[src/rtl/mem_arbiter_pkg.sv]
// Shared pipeline package for the unified-memory arbiter: FSM state type,
// memory request record and default bus widths.
package mem_arbiter_pkg;

    localparam int DEF_ADDR_W = 32;
    localparam int DEF_DATA_W = 32;

    typedef enum logic [2:0] {
        IDLE     = 3'd0,
        IF_REQ   = 3'd1,
        IF_RESP  = 3'd2,
        IF_DRAIN = 3'd3,
        DM_REQ   = 3'd4,
        DM_RESP  = 3'd5
    } mem_arb_state_t;

    typedef struct packed {
        logic                      we;
        logic [DEF_ADDR_W-1:0]     addr;
        logic [DEF_DATA_W-1:0]     wdata;
        logic [DEF_DATA_W/8-1:0]   be;
    } mem_req_t;

endpackage

[src/rtl/mem_arbiter.sv]
// Single-port memory arbiter between fetch (IF) and memory stage (MEM), MEM first.
// Optional MEM_ARB_PERF_EN adds the saturating perf_if_blocked counter.
module mem_arbiter
    import mem_arbiter_pkg::*;
#(
    parameter int ADDR_W = DEF_ADDR_W,
    parameter int DATA_W = DEF_DATA_W
) (
    input  logic                clk,
    input  logic                reset,
    input  logic                if_req,
    input  logic [ADDR_W-1:0]   if_addr,
    input  logic                if_kill,
    output logic                if_valid,
    output logic [DATA_W-1:0]   if_rdata,
    input  logic                dm_req,
    input  logic                dm_we,
    input  logic [ADDR_W-1:0]   dm_addr,
    input  logic [DATA_W-1:0]   dm_wdata,
    input  logic [DATA_W/8-1:0] dm_be,
    output logic                dm_valid,
    output logic [DATA_W-1:0]   dm_rdata,
    output logic                mem_req,
    output logic                mem_we,
    output logic [ADDR_W-1:0]   mem_addr,
    output logic [DATA_W-1:0]   mem_wdata,
    output logic [DATA_W/8-1:0] mem_be,
    input  logic                mem_gnt,
    input  logic                mem_rvalid,
    input  logic [DATA_W-1:0]   mem_rdata,
`ifdef MEM_ARB_PERF_EN
    output logic [31:0]         perf_if_blocked,
`endif
    output logic                stall_if,
    output logic                stall_mem
);

    mem_arb_state_t    state_q, state_d;
    mem_req_t          req_q, req_d;
    logic              mem_req_q, mem_req_d;
    logic              if_valid_q, if_valid_d;
    logic              dm_valid_q, dm_valid_d;
    logic [DATA_W-1:0] if_rdata_q, if_rdata_d;
    logic [DATA_W-1:0] dm_rdata_q, dm_rdata_d;
    logic              idle_ready;

    // The requester still holds its request during its valid pulse, so IDLE
    // must not accept anything in that cycle or it would repeat the access.
    assign idle_ready = ~if_valid_q & ~dm_valid_q;

    always_comb begin
        state_d    = state_q;
        req_d      = req_q;
        mem_req_d  = mem_req_q;
        if_valid_d = 1'b0;
        dm_valid_d = 1'b0;
        if_rdata_d = if_rdata_q;
        dm_rdata_d = dm_rdata_q;
        case (state_q)
            IDLE: begin
                if (idle_ready) begin
                    if (dm_req) begin
                        state_d     = DM_REQ;
                        mem_req_d   = 1'b1;
                        req_d.we    = dm_we;
                        req_d.addr  = dm_addr;
                        req_d.wdata = dm_wdata;
                        req_d.be    = dm_be;
                    end else if (if_req && !if_kill) begin
                        state_d     = IF_REQ;
                        mem_req_d   = 1'b1;
                        req_d.we    = 1'b0;
                        req_d.addr  = if_addr;
                        req_d.wdata = '0;
                        req_d.be    = '1;
                    end
                end
            end
            IF_REQ: begin
                if (if_kill) begin
                    mem_req_d = 1'b0;
                    state_d   = mem_gnt ? IF_DRAIN : IDLE;
                end else if (mem_gnt) begin
                    mem_req_d = 1'b0;
                    state_d   = IF_RESP;
                end
            end
            IF_RESP: begin
                // A kill coinciding with the response consumes it here.
                if (if_kill) begin
                    state_d = mem_rvalid ? IDLE : IF_DRAIN;
                end else if (mem_rvalid) begin
                    state_d    = IDLE;
                    if_valid_d = 1'b1;
                    if_rdata_d = mem_rdata;
                end
            end
            IF_DRAIN: begin
                if (mem_rvalid) state_d = IDLE;
            end
            DM_REQ: begin
                if (mem_gnt) begin
                    mem_req_d = 1'b0;
                    state_d   = DM_RESP;
                end
            end
            DM_RESP: begin
                if (mem_rvalid) begin
                    state_d    = IDLE;
                    dm_valid_d = 1'b1;
                    dm_rdata_d = mem_rdata;
                end
            end
            default: state_d = IDLE;
        endcase
    end

    always_ff @(posedge clk or negedge reset) begin
        if (!reset) begin
            state_q    <= IDLE;
            req_q      <= '0;
            mem_req_q  <= 1'b0;
            if_valid_q <= 1'b0;
            dm_valid_q <= 1'b0;
            if_rdata_q <= '0;
            dm_rdata_q <= '0;
        end else begin
            state_q    <= state_d;
            req_q      <= req_d;
            mem_req_q  <= mem_req_d;
            if_valid_q <= if_valid_d;
            dm_valid_q <= dm_valid_d;
            if_rdata_q <= if_rdata_d;
            dm_rdata_q <= dm_rdata_d;
        end
    end

    assign mem_req   = mem_req_q;
    assign mem_we    = req_q.we;
    assign mem_addr  = req_q.addr;
    assign mem_wdata = req_q.wdata;
    assign mem_be    = req_q.be;
    assign if_valid  = if_valid_q;
    assign if_rdata  = if_rdata_q;
    assign dm_valid  = dm_valid_q;
    assign dm_rdata  = dm_rdata_q;
    assign stall_if  = if_req & ~if_valid_q;
    assign stall_mem = dm_req & ~dm_valid_q;

`ifdef MEM_ARB_PERF_EN
    logic [31:0] perf_q;
    logic        if_blocked;

    // Fetch waiting only because the data side owns or is claiming the port.
    assign if_blocked = if_req && !if_valid_q &&
                        (state_q == DM_REQ || state_q == DM_RESP ||
                         (state_q == IDLE && dm_req));

    always_ff @(posedge clk or negedge reset) begin
        if (!reset) begin
            perf_q <= '0;
        end else if (if_blocked && perf_q != 32'hFFFF_FFFF) begin
            perf_q <= perf_q + 32'd1;
        end
    end

    assign perf_if_blocked = perf_q;
`endif

endmodule

[config.mk]
export PLATFORM = sky130hd
export DESIGN_NAME = mem_arbiter
export DESIGN_NICKNAME = d
export VERILOG_FILES = /design/src/rtl/mem_arbiter_pkg.sv /design/src/rtl/mem_arbiter.sv
export SDC_FILE = /design/constraint.sdc
export NUM_CORES = 1
export LEC_CHECK = 0
export CELL_PAD_IN_SITES_DETAIL_PLACEMENT = 0
export CELL_PAD_IN_SITES_GLOBAL_PLACEMENT = 1
export CORE_AREA = 2 2 145 147
export DETAILED_ROUTE_END_ITERATION = 7
export DIE_AREA = 0 0 147 149
export PLACE_DENSITY_LB_ADDON = 0.1
export SYNTH_ARGS = -nofsm -noshare
export SYNTH_HDL_FRONTEND = slang
export SYNTH_SLANG_ARGS = --single-unit
export TNS_END_PERCENT = 5
[constraint.sdc]
create_clock -name clk -period 1.3 [get_ports clk]
set_input_delay 0.26 -clock clk [delete_from_list [all_inputs] [get_ports clk]]
set_output_delay 0.26 -clock clk [all_outputs]
set_load 0.01 [all_outputs]
# Word level (Yosys, flattened, before mapping)
# Cells that the tools add are included.
# W data, S select, Z words.
dict set report totals {
  rom_bits 0
  mem_count 0
  regBits 139
  ram_bits 0
  latchBits 0
}
dict set report op_classes {
  n_addsub 0
  mul 0
  shifts 0
  n_eq_ne 9
  order_cmp 0
  muxes 23
  div_mod_pow 0
  reduce_logical 11
  bitwise_logic 6
}
# cell n
set ops {}
lappend ops {{$mux W69} 2}
lappend ops {{$mux W3} 8}
lappend ops {{$pmux W3 S5} 1}
lappend ops {{$mux W1} 9}
lappend ops {{$reduce_and A3 Y1} 3}
lappend ops {{$eq A3 B2 Y1 const B} 2}
lappend ops {{$eq A3 B3 Y1 const B} 2}
lappend ops {{$ne A3 B3 Y1 const B} 2}
lappend ops {{$mux W2} 2}
lappend ops {{$ne A2 B2 Y1 const B} 2}
lappend ops {{$reduce_and A4 Y1} 1}
lappend ops {{$and A1 B1 Y1} 3}
lappend ops {{$eq A3 B1 Y1 const B} 1}
lappend ops {{$logic_not A3 Y1} 1}
lappend ops {{$not A1 Y1} 3}
lappend ops {{$pmux W1 S3} 1}
lappend ops {{$reduce_bool A3 Y1} 1}
lappend ops {{$reduce_and A2 Y1} 1}
lappend ops {{$reduce_bool A2 Y1} 1}
lappend ops {{$reduce_or A2 Y1} 1}
lappend ops {{$logic_and A1 B1 Y1} 1}
lappend ops {{$logic_not A1 Y1} 1}

# Depth between registers and ports, before layout
dict set report depth {
  ltp_word 6
  ltp_mapped 7
  depth_no_buf 4
}

# Least setup slack after synthesis
# No wires, ideal clock.
dict set report synth_timing {
  path_type {flip-flop to flip-flop}
  start {register state_q[0]}
  end {register req_q (netlist bit mem_addr[2])}
  path_stages_with_launch 8
  arrival_time_ns 1.302
  path_slack_ns -0.134
  n_path_buf 3
  period_less_slack_ns 1.434
  cell_sequence {dfrtp_1 > buf_2 > nor2_4 > o2111ai_2 > buf_4 > buf_4 > nand2_1 > o21ai_1}
}
dict set report synth_between {
  elab_chain_len 2
}
# item line_no
set synth_lines {}
lappend synth_lines {{start, declared} mem_arbiter.sv:38} ;# mem_arb_state_t state_q, state_d;
lappend synth_lines {{start signal, assigned} mem_arbiter.sv:128} ;# state_q <= state_d;
lappend synth_lines {{$logic_not A3 Y1} mem_arbiter.sv:59} ;# case (state_q)
lappend synth_lines {{$reduce_and A3 Y1 (no source line)} --}
lappend synth_lines {{end signal, assigned} mem_arbiter.sv:129} ;# req_q <= req_d;
lappend synth_lines {{end, declared} mem_arbiter.sv:39} ;# mem_req_t req_q, req_d;
# Every way passes these cells.
# A chain may end at the register's enable or synchronous reset.

# Worst setup path after layout
dict set report layout_timing {
  start {register state_q[2]}
  end {register dm_rdata_q[11] (netlist: dm_rdata[11])}
}
dict set report layout_between {
  elab_chain_len 2
}
# item line_no
set layout_lines {}
lappend layout_lines {{$eq A3 B3 Y1} mem_arbiter.sv:59}
lappend layout_lines {{$reduce_and A2 Y1 (no source line)} --}
lappend layout_lines {{end signal, assigned} mem_arbiter.sv:134} ;# dm_rdata_q <= dm_rdata_d;
lappend layout_lines {{end, declared} mem_arbiter.sv:44} ;# logic [DATA_W-1:0] dm_rdata_q, dm_rdata_d;
# Every way passes these cells.

==> flow_summary.json <==
{
  "r2r-end": "dm_rdata[11]",
  "hp-class": "in2async",
  "fin_crit_sh": 1.15,
  "outcome": "complete, but fails checks",
  "period_needed_ns": 1.49,
  "cts.sinks": 139,
  "placed_cell_area_sq_um": 9100,
  "r2r_slack_ns": -0.19,
  "r2r-start": "state_q[2]",
  "final_area_sq_um": 9260,
  "synth-seq-area-share": 0.619,
  "instances_no_fill": 1019,
  "worstSetupPathType": "reg2reg",
  "drt_pass1_iterations": 4,
  "std_cell_rows": 53,
  "ys_ff_latch": 139,
  "totalWireLength_um": 17200,
  "tightest_slew_ns": 0.364,
  "path_max_fanout": 33,
  "critPathArrivalTime_ns": 1.79,
  "ys_warn_count": 0,
  "htree_levels": 4,
  "overflow": 0,
  "worstPathRequired_ns": 1.60,
  "grt_antenna_before_repair": 1,
  "cts_root_buf": "clkbuf_16",
  "setup_viol": 141,
  "dp.final_hpwl_um": 12800,
  "core_region_area_sq_um": 20600,
  "drc": 0,
  "finalPower_mw": 21.6,
  "layout-area-overhead-vs-synth_pct": 64.9,
  "grt_pass1_wl_um": 26600,
  "syn_nets": 552,
  "cts_max_path_buffers": 2,
  "ant_nets": 0,
  "drive_above_1_share": 0.367,
  "powerDensity_nw_per_um2": 2330,
  "worst_slack_ns": -0.192,
  "globalplace.congestion": 0.787,
  "syn_avg_cell_area_sq_um": 13.6,
  "leakagePower_nw": 4.52,
  "cts_made_buffers": 17,
  "drt-initial-drc-count": 129,
  "synth_cell_types": 39,
  "rsz0062_at_grt": "yes",
  "ys_async_sr_fraction": 1.00,
  "hold_ws_ns": 0.306,
  "synth_area_sq_um": 5620,
  "grt_max_degree": 42,
  "postSynthCellCount": 412,
  "irDropWorstVdd_v": 0.00103,
  "die_y_um": 149,
  "post-route-util": 0.450,
  "end_kind": "flop",
  "clock_skew_ns": 0.00737,
  "vias": 4502,
  "synth_edf_count": 0,
  "maxCapViolCount": 0,
  "tritoncts": "done",
  "final_hold_viol_count": 0,
  "reg2regPathDepth": 6,
  "timing.slew.headroom": 0.751,
  "vias_per_cell": 4.42,
  "fmax_mhz": 670,
  "violations": "setup timing",
  "drv_slew": 0,
  "port_buffers": 277,
  "start_util": 0.273,
  "synth_flop_cell": "dfrtp_1",
  "gr-usage-all-layers": 0.157,
  "first_global_vias": 4830,
  "wl_per_cell_um": 16.8,
  "die_width_um": 147,
  "nNetsFinal": 870,
  "startpoint_type": "flop",
  "place_ws_ns": -0.658,
  "clock_latency_ns": 0.42,
  "die-area_sq_um": 21900,
  "fin_setup_tns_ns": -20.13,
  "io_pins": 278,
  "dp_cells": 980,
  "path_clk_slew_ns": 0.06,
  "layout_common_cells": "136 x dfrtp_1, 136 x clkdlybuf4s50_1, 136 x buf_2"
}
==> Yosys cell counts, types with 2 or more instances <==
library cell	count	area [sq um]
mux2_2	3	33.8
nand2_1	32	120
nand3_1	2	10.0
a22o_1	33	289
inv_1	3	11.3
o21ai_1	33	165
nor2_1	4	15.0
nand4b_1	2	17.5
clkbuf_1	4	15.0
buf_4	8	60.1
buf_2	15	75.1
mux2i_1	32	320
nor2b_1	5	31.3
buf_1	2	7.51
and3_1	2	12.5
mux2_1	61	687
dfrtp_1	139	3480
a21oi_1	4	20.0
o22a_1	4	35.0
o21ai_0	4	20.0
nand2b_1	2	12.5
==> routing by layer <==
metal / vias up / share of wire / GRT usage
met1: 2180 / 0.41 / 0.188
met3: 22 / 0.078 / 0.0526
li1: 2125 / - / -
met5: - / 0 / 0
met4: 0 / 0.026 / 0.0620
met2: 175 / 0.48 / 0.260
==> power by group <==
part / internal, mW / switching, mW / total, mW
Sequential: 6.42 / 1.10 / 7.52
Clock: 3.23 / 1.91 / 5.14
Combinational: 4.67 / 4.23 / 8.89
==> worst max-delay path: stages (launching register included) <==
cell	delay (ns)
dfrtp_2	0.45
buf_4	0.15
inv_2	0.05
nor2_2	0.04
nand3_2	0.09
buf_12	0.23
mux2_1	0.35
==> layout make-up <==
| class | instances | area [sq um] |
|---|---|---|
| fill | 1956 | 11300 |
| sequential | 139 | 3480 |
| timing repair buffer | 328 | 2680 |
| multi-input combinational | 240 | 2110 |
| clock buffer | 19 | 433 |
| tap | 275 | 344 |
| clock inverter | 13 | 189 |
| inverter | 4 | 15.0 |
| antenna | 1 | 2.50 |
==> registers in the layout, summed over array words and instances (netlist names) <==
register,count
mem_req,1
mem_be,4
mem_we,1
dm_rdata,32
if_rdata,32
mem_addr,32
if_valid,1
state_q,3
mem_wdata,32
dm_valid,1
==> repair_timing <==
action | 4_1_cts | 5_1_grt
hold buffers | 1 | 0
gates resized for setup | 568 | 36
cloned | 0 | 0
setup buffers | 5 | 1
setup endpoints to repair | 275 | 148
pin swaps | 32 | 7
endpoints found under the hold margin | 22 | 0
==> logic make-up after synthesis <==
logic type	synth area share
simple gates	0.0524
buf+inv	0.0307
mux	0.185
flops	0.619
compound gates	0.112
==> worst max path at each step <==
| stage | startpoint | to | depth (start not counted) |
|---|---|---|---|
| after floorplan | state_q[0] | if_rdata[10] | 5 |
| after global placement | if_kill | mem_be[1] | 8 |
| after detailed placement | if_kill | mem_addr[6] | 8 |
| after CTS | state_q[2] | mem_addr[6] | 7 |
| after global routing | state_q[2] | mem_addr[10] | 7 |
| final | state_q[2] | dm_rdata[11] | 6 |
Power figures use the tool's default switching activity.
